$ cat src/rtl/instmem_port_arbiter_pkg.sv
// Shared widths, flow-control codes and arbiter state encodings for the
// instruction-memory port arbiter.
package instmem_port_arbiter_pkg;

  localparam int CPU_WIDTH  = 32;
  localparam int FLOW_WIDTH = 2;

  localparam logic [FLOW_WIDTH-1:0] FLOW_WORK    = 2'd0;
  localparam logic [FLOW_WIDTH-1:0] FLOW_STOP    = 2'd1;
  localparam logic [FLOW_WIDTH-1:0] FLOW_REFRESH = 2'd2;

  localparam int ARB_ST_WIDTH = 2;

  localparam logic [ARB_ST_WIDTH-1:0] ARB_ST_IDLE      = 2'd0;
  localparam logic [ARB_ST_WIDTH-1:0] ARB_ST_WAIT_IF   = 2'd1;
  localparam logic [ARB_ST_WIDTH-1:0] ARB_ST_WAIT_MEM  = 2'd2;
  localparam logic [ARB_ST_WIDTH-1:0] ARB_ST_WAIT_DROP = 2'd3;

  typedef enum logic [ARB_ST_WIDTH-1:0] {
    ST_IDLE      = ARB_ST_IDLE,
    ST_WAIT_IF   = ARB_ST_WAIT_IF,
    ST_WAIT_MEM  = ARB_ST_WAIT_MEM,
    ST_WAIT_DROP = ARB_ST_WAIT_DROP
  } arb_state_e;

endpackage

$ cat src/rtl/instmem_port_arbiter.sv
// Shares the single-port instruction memory between IF fetches and MEM-stage
// data reads, one outstanding transaction at a time, and drives the stall codes.
//
// state        | meaning
// ST_IDLE      | no transaction outstanding; arbitrate and issue im_req_o
// ST_WAIT_IF   | fetch granted, waiting for its read data
// ST_WAIT_MEM  | data read granted, waiting for its read data
// ST_WAIT_DROP | fetch flushed after grant; swallow its response silently
module instmem_port_arbiter
  import instmem_port_arbiter_pkg::*;
#(
  parameter int STARVE_LIMIT = 4,
  parameter int CNT_WIDTH    = 3
) (
  input  logic                  clk,
  input  logic                  rst,
  input  logic                  if_req_i,
  input  logic [CPU_WIDTH-1:0]  if_addr_i,
  output logic                  if_gnt_o,
  output logic                  if_rvalid_o,
  output logic [CPU_WIDTH-1:0]  if_rdata_o,
  input  logic                  mem_req_i,
  input  logic [CPU_WIDTH-1:0]  mem_addr_i,
  output logic                  mem_rvalid_o,
  output logic [CPU_WIDTH-1:0]  mem_rdata_o,
  input  logic                  flush_i,
  output logic [FLOW_WIDTH-1:0] flow_if_o,
  output logic [FLOW_WIDTH-1:0] flow_mem_o,
  output logic                  im_req_o,
  output logic [CPU_WIDTH-1:0]  im_addr_o,
  input  logic                  im_gnt_i,
  input  logic                  im_rvalid_i,
  input  logic [CPU_WIDTH-1:0]  im_rdata_i
);

  localparam logic [CNT_WIDTH-1:0] LP_LIMIT     = CNT_WIDTH'(STARVE_LIMIT);
  localparam logic                 LP_STARVE_EN = (STARVE_LIMIT != 0);

  arb_state_e           r_state;
  arb_state_e           w_state_nxt;
  logic [CNT_WIDTH-1:0] r_cnt;
  logic [CNT_WIDTH-1:0] w_cnt_nxt;

  logic w_if_act;
  logic w_starved;
  logic w_fetch_own;
  logic w_req;
  logic w_gnt;
  logic w_rsp_if;
  logic w_rsp_mem;

  assign w_if_act    = if_req_i & ~flush_i;
  assign w_starved   = LP_STARVE_EN & (r_cnt == LP_LIMIT);
  assign w_fetch_own = w_if_act & (~mem_req_i | w_starved);
  // Gated by rst so every request-side output sits at its idle value in reset.
  assign w_req       = ~rst & (r_state == ST_IDLE) & (mem_req_i | w_if_act);
  assign w_gnt       = w_req & im_gnt_i;

  // A response landing in the same cycle as a flush belongs to a discarded fetch.
  assign w_rsp_if  = (r_state == ST_WAIT_IF) & im_rvalid_i & ~flush_i;
  assign w_rsp_mem = (r_state == ST_WAIT_MEM) & im_rvalid_i;

  always_comb begin
    w_state_nxt = r_state;
    case (r_state)
      ST_IDLE: begin
        if (w_gnt) begin
          w_state_nxt = w_fetch_own ? ST_WAIT_IF : ST_WAIT_MEM;
        end
      end
      ST_WAIT_IF: begin
        if (im_rvalid_i) begin
          w_state_nxt = ST_IDLE;
        end else if (flush_i) begin
          w_state_nxt = ST_WAIT_DROP;
        end
      end
      ST_WAIT_MEM: begin
        if (im_rvalid_i) begin
          w_state_nxt = ST_IDLE;
        end
      end
      ST_WAIT_DROP: begin
        if (im_rvalid_i) begin
          w_state_nxt = ST_IDLE;
        end
      end
      default: w_state_nxt = ST_IDLE;
    endcase
  end

  always_comb begin
    w_cnt_nxt = r_cnt;
    if (!if_req_i) begin
      w_cnt_nxt = '0;
    end else if (w_gnt && w_fetch_own) begin
      w_cnt_nxt = '0;
    end else if (w_gnt && (r_cnt != LP_LIMIT)) begin
      w_cnt_nxt = r_cnt + CNT_WIDTH'(1);
    end
  end

  always_ff @(posedge clk or posedge rst) begin
    if (rst) begin
      r_state <= ST_IDLE;
      r_cnt   <= '0;
    end else begin
      r_state <= w_state_nxt;
      r_cnt   <= w_cnt_nxt;
    end
  end

  assign im_req_o  = w_req;
  assign im_addr_o = w_req ? (w_fetch_own ? if_addr_i : mem_addr_i) : '0;
  assign if_gnt_o  = w_gnt & w_fetch_own;

  assign if_rvalid_o  = w_rsp_if;
  assign if_rdata_o   = w_rsp_if ? im_rdata_i : '0;
  assign mem_rvalid_o = w_rsp_mem;
  assign mem_rdata_o  = w_rsp_mem ? im_rdata_i : '0;

  always_comb begin
    flow_mem_o = FLOW_WORK;
    if (rst || (mem_req_i && !w_rsp_mem)) begin
      flow_mem_o = FLOW_STOP;
    end
  end

  always_comb begin
    flow_if_o = FLOW_WORK;
    if (rst) begin
      flow_if_o = FLOW_STOP;
    end else if (flush_i) begin
      flow_if_o = FLOW_REFRESH;
    end else if (if_req_i && !w_rsp_if) begin
      flow_if_o = FLOW_STOP;
    end
  end

endmodule
$ cat config.mk
export PLATFORM = sky130hd
export DESIGN_NAME = instmem_port_arbiter
export DESIGN_NICKNAME = d
export VERILOG_FILES = /design/src/rtl/instmem_port_arbiter_pkg.sv /design/src/rtl/instmem_port_arbiter.sv
export SDC_FILE = /design/constraint.sdc
export NUM_CORES = 1
export LEC_CHECK = 0
export CORE_AREA = 2 2 81 83
export DETAILED_ROUTE_END_ITERATION = 6
export DIE_AREA = 0 0 83 85
export PLACE_DENSITY = 0.86
export SLEW_MARGIN = 5
export SYNTH_ARGS = -nofsm -noshare
export SYNTH_HDL_FRONTEND = slang
export SYNTH_SLANG_ARGS = --single-unit
$ cat constraint.sdc
create_clock -name clk -period 5.7 [get_ports clk]
set_clock_uncertainty 0.1 [all_clocks]
set_input_delay 1.71 -clock clk [delete_from_list [all_inputs] [get_ports clk]]
set_output_delay 1.71 -clock clk [all_outputs]
set_load 0.03 [all_outputs]
* Word level (Yosys, flattened, before mapping)
Index checks and enable logic that the tools add are counted.
Storage, ports and cells: output and inout port bits 104, memory bits (read-only) 0, register bits after elaboration 5, memories 0, input port bits 103, bits in writable memories 0, bits in latches 0, word-level logic and storage cells 53
Cells by class: divide/modulo/power cells 0, eq/ne operators 9, add/sub/neg operators 1, muxes and demuxes 17, $lt $le $gt $ge 0, $mul 0, shift-type cells 0, reductions and logical operators 10, bitwise operators 14
Operator list (number):
- two-way mux 32 bit | 4
- two-way mux 2 bit | 7
- AND 1 bit | 9
- two-way mux 3 bit | 3
- inequality test 3 bit, second input constant | 2
- case mux 2 bit (3 select lines) | 1
- == test 2 bit, second input constant | 2
- logical AND 1 bit | 4
- adder 3 x 1 -> 3 bit, second input constant | 1
- == test 3 bit, second input constant | 1
- inequality test 3 x 1 -> 1 bit, second input constant | 1
- NOT 1 bit | 3
- AND reduction 3 bit | 1
- == test 2 x 1 -> 1 bit, second input constant | 1
- zero test 1 bit | 2
- zero test 2 bit | 1
- two-way mux 1 bit | 2
- inequality test 2 x 1 -> 1 bit, second input constant | 1
- inequality test 2 bit, second input constant | 1
- bitwise OR 1 bit | 2
- OR reduction 2 bit | 1
- logical OR 1 bit | 1

* Longest topological paths before layout
word-level depth 9, gate-level depth with buffers 8, mapped depth without buffers 6

* Worst setup path after synthesis
No wires, ideal clock.
path kind input to output, from input flush_i, to output im_addr_o[2], stages on the path 5, data arrival time 2802 ps, path slack 1088 ps, buffers on the path 1, data required time 3890 ps, cell sequence nand2b_1 a21oi_4 buf_2 nand2_1 a21oi_1
Between the ends: cells in the longest elaborated chain, start to end 5, elaborated cells between the ends (all ways) 7, classes of those cells 2 x mux; 5 x bitwise
Ends and longest elaborated chain:
- start: declaration | RTL line instmem_port_arbiter.sv:26 | input logic flush_i,
- NOT 1 bit * | RTL line instmem_port_arbiter.sv:52 | assign w_if_act = if_req_i & ~flush_i;
- AND 1 bit * | RTL line instmem_port_arbiter.sv:52
- AND 1 bit / bitwise OR 1 bit (equally long branches) | RTL line instmem_port_arbiter.sv:54, instmem_port_arbiter.sv:56
- two-way mux 32 bit / AND 1 bit (equally long branches) | RTL line instmem_port_arbiter.sv:114, instmem_port_arbiter.sv:56
- two-way mux 32 bit * | RTL line instmem_port_arbiter.sv:114 | assign im_addr_o = w_req ? (w_fetch_own ? if_addr_i : mem_addr_i) : '0;
- end: declaration | RTL line instmem_port_arbiter.sv:30 | output logic [CPU_WIDTH-1:0] im_addr_o,
Mark *: on every way between the ends. The rest lies on a longest branch, timed or not.

* Worst setup path in the final report
from input im_rvalid_i, to output if_rdata_o[9]
Between the ends: cells in the longest elaborated chain, start to end 3
Ends and longest elaborated chain:
- start: declaration | RTL line instmem_port_arbiter.sv:32 | input logic im_rvalid_i,
- AND 1 bit (2 in a row) | RTL line instmem_port_arbiter.sv:60 | assign w_rsp_if = (r_state == ST_WAIT_IF) & im_rvalid_i & ~flush_i;
- two-way mux 32 bit | RTL line instmem_port_arbiter.sv:118 | assign if_rdata_o = w_rsp_if ? im_rdata_i : '0;
- end: declaration | RTL line instmem_port_arbiter.sv:21 | output logic [CPU_WIDTH-1:0] if_rdata_o,
Every way passes these cells.

==> results.sh <==
export IMPL_outcome="finished clean"
export IMPL_cts_resized_gates=0
export IMPL_antenna_found_initial=0
export IMPL_ys_warnings_count=0
export IMPL_numCtsBuffers=3
export IMPL_nNetsFinal=527
export IMPL_dp_hpwl_mm=5.627
export IMPL_rsz0062_at_grt="false"
export IMPL_final_layout_size_suffix_gt1_share_pct=26.37
export IMPL_io_pins=207
export IMPL_reg2reg_slack_ns=4.13
export IMPL_p_leak_nw=1.436
export IMPL_cts_hold_buf=0
export IMPL_fill_cells=560
export IMPL_avgSynthCellArea_sq_um=6.792
export IMPL_gp_congestion=0.8277
export IMPL_worstPathRequired_ns=3.89
export IMPL_critPathLaunchType="primary input"
export IMPL_num_rows=29
export IMPL_synth_top_cell_area_share_pct=26.32
export IMPL_clk_path_buf_depth=2
export IMPL_hold_ws_ns=0.4742
export IMPL_yosys_top_cells_area="and2_1, a21oi_2, nand2_2"
export IMPL_wl_mm=6.671
export IMPL_drtIter0Drc=33
export IMPL_numPortBuffers=205
export IMPL_final_cells=498
export IMPL_root_buffer="clkbuf_8"
export IMPL_cp_arrival_ns=3.53
export IMPL_coreArea_sq_um=6205
export IMPL_initial_core_util_pct=24.52
export IMPL_grt_max_degree=34
export IMPL_fin_util_pct=57.61
export IMPL_grt_pass1_wl_mm=11.14
export IMPL_netlist_instances=224
export IMPL_num_vias=2219
export IMPL_ys_seq_area_share_pct=8.224
export IMPL_gr_total_overflow=0
export IMPL_clock_fmax_mhz=187.3
export IMPL_critPathKind="in -> out"
export IMPL_synth_seq_cells=5
export IMPL_power_density_nw_per_um2=100.3
export IMPL_die_w_microns=83
export IMPL_die_h_microns=85
export IMPL_fin_crit_sh_pct=93.69
export IMPL_cts_setup_buffers=0
export IMPL_via_per_inst=4.456
export IMPL_hold_violations=0
export IMPL_cts_tree="done"
export IMPL_routedWlPerCell_microns=13.40
export IMPL_netlist_cell_type_count=35
export IMPL_drv_cap=0
export IMPL_hold_depth=2
export IMPL_drtAntennaViolNets=0
export IMPL_slew_viol_final=0
export IMPL_drc=0
export IMPL_reg2reg_depth=6
export IMPL_dieArea_sq_um=7055
export IMPL_setup_viol=0
export IMPL_min_period_ns=5.340
export IMPL_path_max_fanout=33
export IMPL_end_kind="output pin"
export IMPL_globalRouteTotalUtil_pct=18.77
export IMPL_syn_num_nets=329
export IMPL_grt_pass1_vias=2320
export IMPL_antenna_cells=0
export IMPL_vdd_drop_max_mv=0.06199
export IMPL_clkSinkCount=5
export IMPL_htreeDepth=1
export IMPL_dr_pass1_iters=4
export IMPL_clk_pin_slew_ns=0.04
export IMPL_clk_latency_ns=0.23
export IMPL_netlist_area_sq_um=1521
export IMPL_dp_cells=494
export IMPL_finalSetupTns_ns=0
export IMPL_syn_to_final_growth_pct=135.0
export IMPL_synth_top_cell_by_area="and2_1"
export IMPL_holdCritPathClass="reg -> reg"
-- logic make-up after synthesis --
family | Yosys count | synth area share, %
and+or+nand+nor | 147 | 54.28
AOI/OAI and AO/OA | 45 | 24.51
buffers and inverters | 24 | 11.10
DFF | 5 | 8.224
adders and majority gates | 2 | 1.644
other | 1 | 0.2465
-- metrics by stage --
step	instance area (sq um)	total power, W	setup slack [ns]
after floorplan	1521	0.0001622	1.088
after global placement	3530	0.0002898	0.3919
after detailed placement	3530	0.0002934	0.3572
after CTS	3575	0.0003610	0.3549
after global routing	3575	0.0003796	0.2591
final	3575	0.0003584	0.3596
-- worst max-delay path, stage by stage --
cell and delay (ns):
clkdlybuf4s50_1 0.53, nand3b_1 0.13, nor2_2 0.15, buf_12 0.18, and2_1 0.14, clkdlybuf4s50_1 0.69
-- power by group --
group	switching [W]	total [W]	internal, W
combinational	0.000125	0.000252	0.000127
clock	0.0000189	0.0000671	0.0000481
sequential	0.00000186	0.0000391	0.0000372
-- flip-flops by register name, indices dropped and copies added (netlist names) --
name,flops
r_state,2
r_cnt,3
-- layout by cell type, fill, tap and decap left out, types with 2 or more instances in the layout --
| cell | instances |
|---|---|
| nand2_2 | 28 |
| a31oi_1 | 2 |
| dfrtp_1 | 5 |
| buf_4 | 38 |
| a21oi_1 | 6 |
| nand2_1 | 43 |
| clkbuf_8 | 3 |
| buf_12 | 4 |
| a21oi_2 | 28 |
| o22ai_1 | 3 |
| inv_1 | 4 |
| nand3b_1 | 2 |
| and2_1 | 64 |
| ha_1 | 2 |
| inv_2 | 2 |
| clkdlybuf4s50_1 | 169 |
-- metal layers --
layer | global-route usage (%) | routed length (microns) | share of wire (%) | vias to the layer above
met1 | 20.76 | 2537 | 38 | 974
li1 | - | - | - | 1106
met2 | 35.70 | 3530 | 53 | 120
met4 | 6.408 | 173 | 2.6 | 0
met3 | 3.696 | 429 | 6.4 | 19
met5 | 0 | 0 | 0 | -
-- cell type report --
class / instances / area, sq um / area share (%)
clock buffer: 4 / 45.04 / 1.260
inverter: 6 / 22.52 / 0.6300
multi-input combinational: 195 / 1229 / 34.37
sequential: 5 / 125.1 / 3.500
tap: 77 / 96.34 / 2.695
timing repair buffer: 211 / 2057 / 57.54
-- cell usage after synthesis, drive strengths merged --
master / number
nor4b: 1
nand2b: 1
clkbuf: 5
o21ai: 3
nand2: 71
inv: 6
a21oi: 35
and2b: 1
and2: 64
a31oi: 2
ha: 2
and3: 1
o22ai: 4
nand3: 1
dfrtp: 5
nor2b: 1
nor3: 1
conb: 1
a21o: 1
buf: 13
nor2: 2
nor3b: 1
nand3b: 2
-- path summary, 6_finish.rpt --
| path | start | end |
|---|---|---|
| max in group asynchronous | rst | r_state[0] |
| setup reg to reg | r_state[0] | r_cnt[2] |
| hold reg to reg | r_cnt[1] | r_cnt[1] |
| setup / recovery | im_rvalid_i | if_rdata_o[9] |
| hold / removal | r_cnt[1] | r_cnt[1] |
| min in group asynchronous | rst | r_cnt[0] |
No activity file was read; power rests on OpenSTA's default activity.
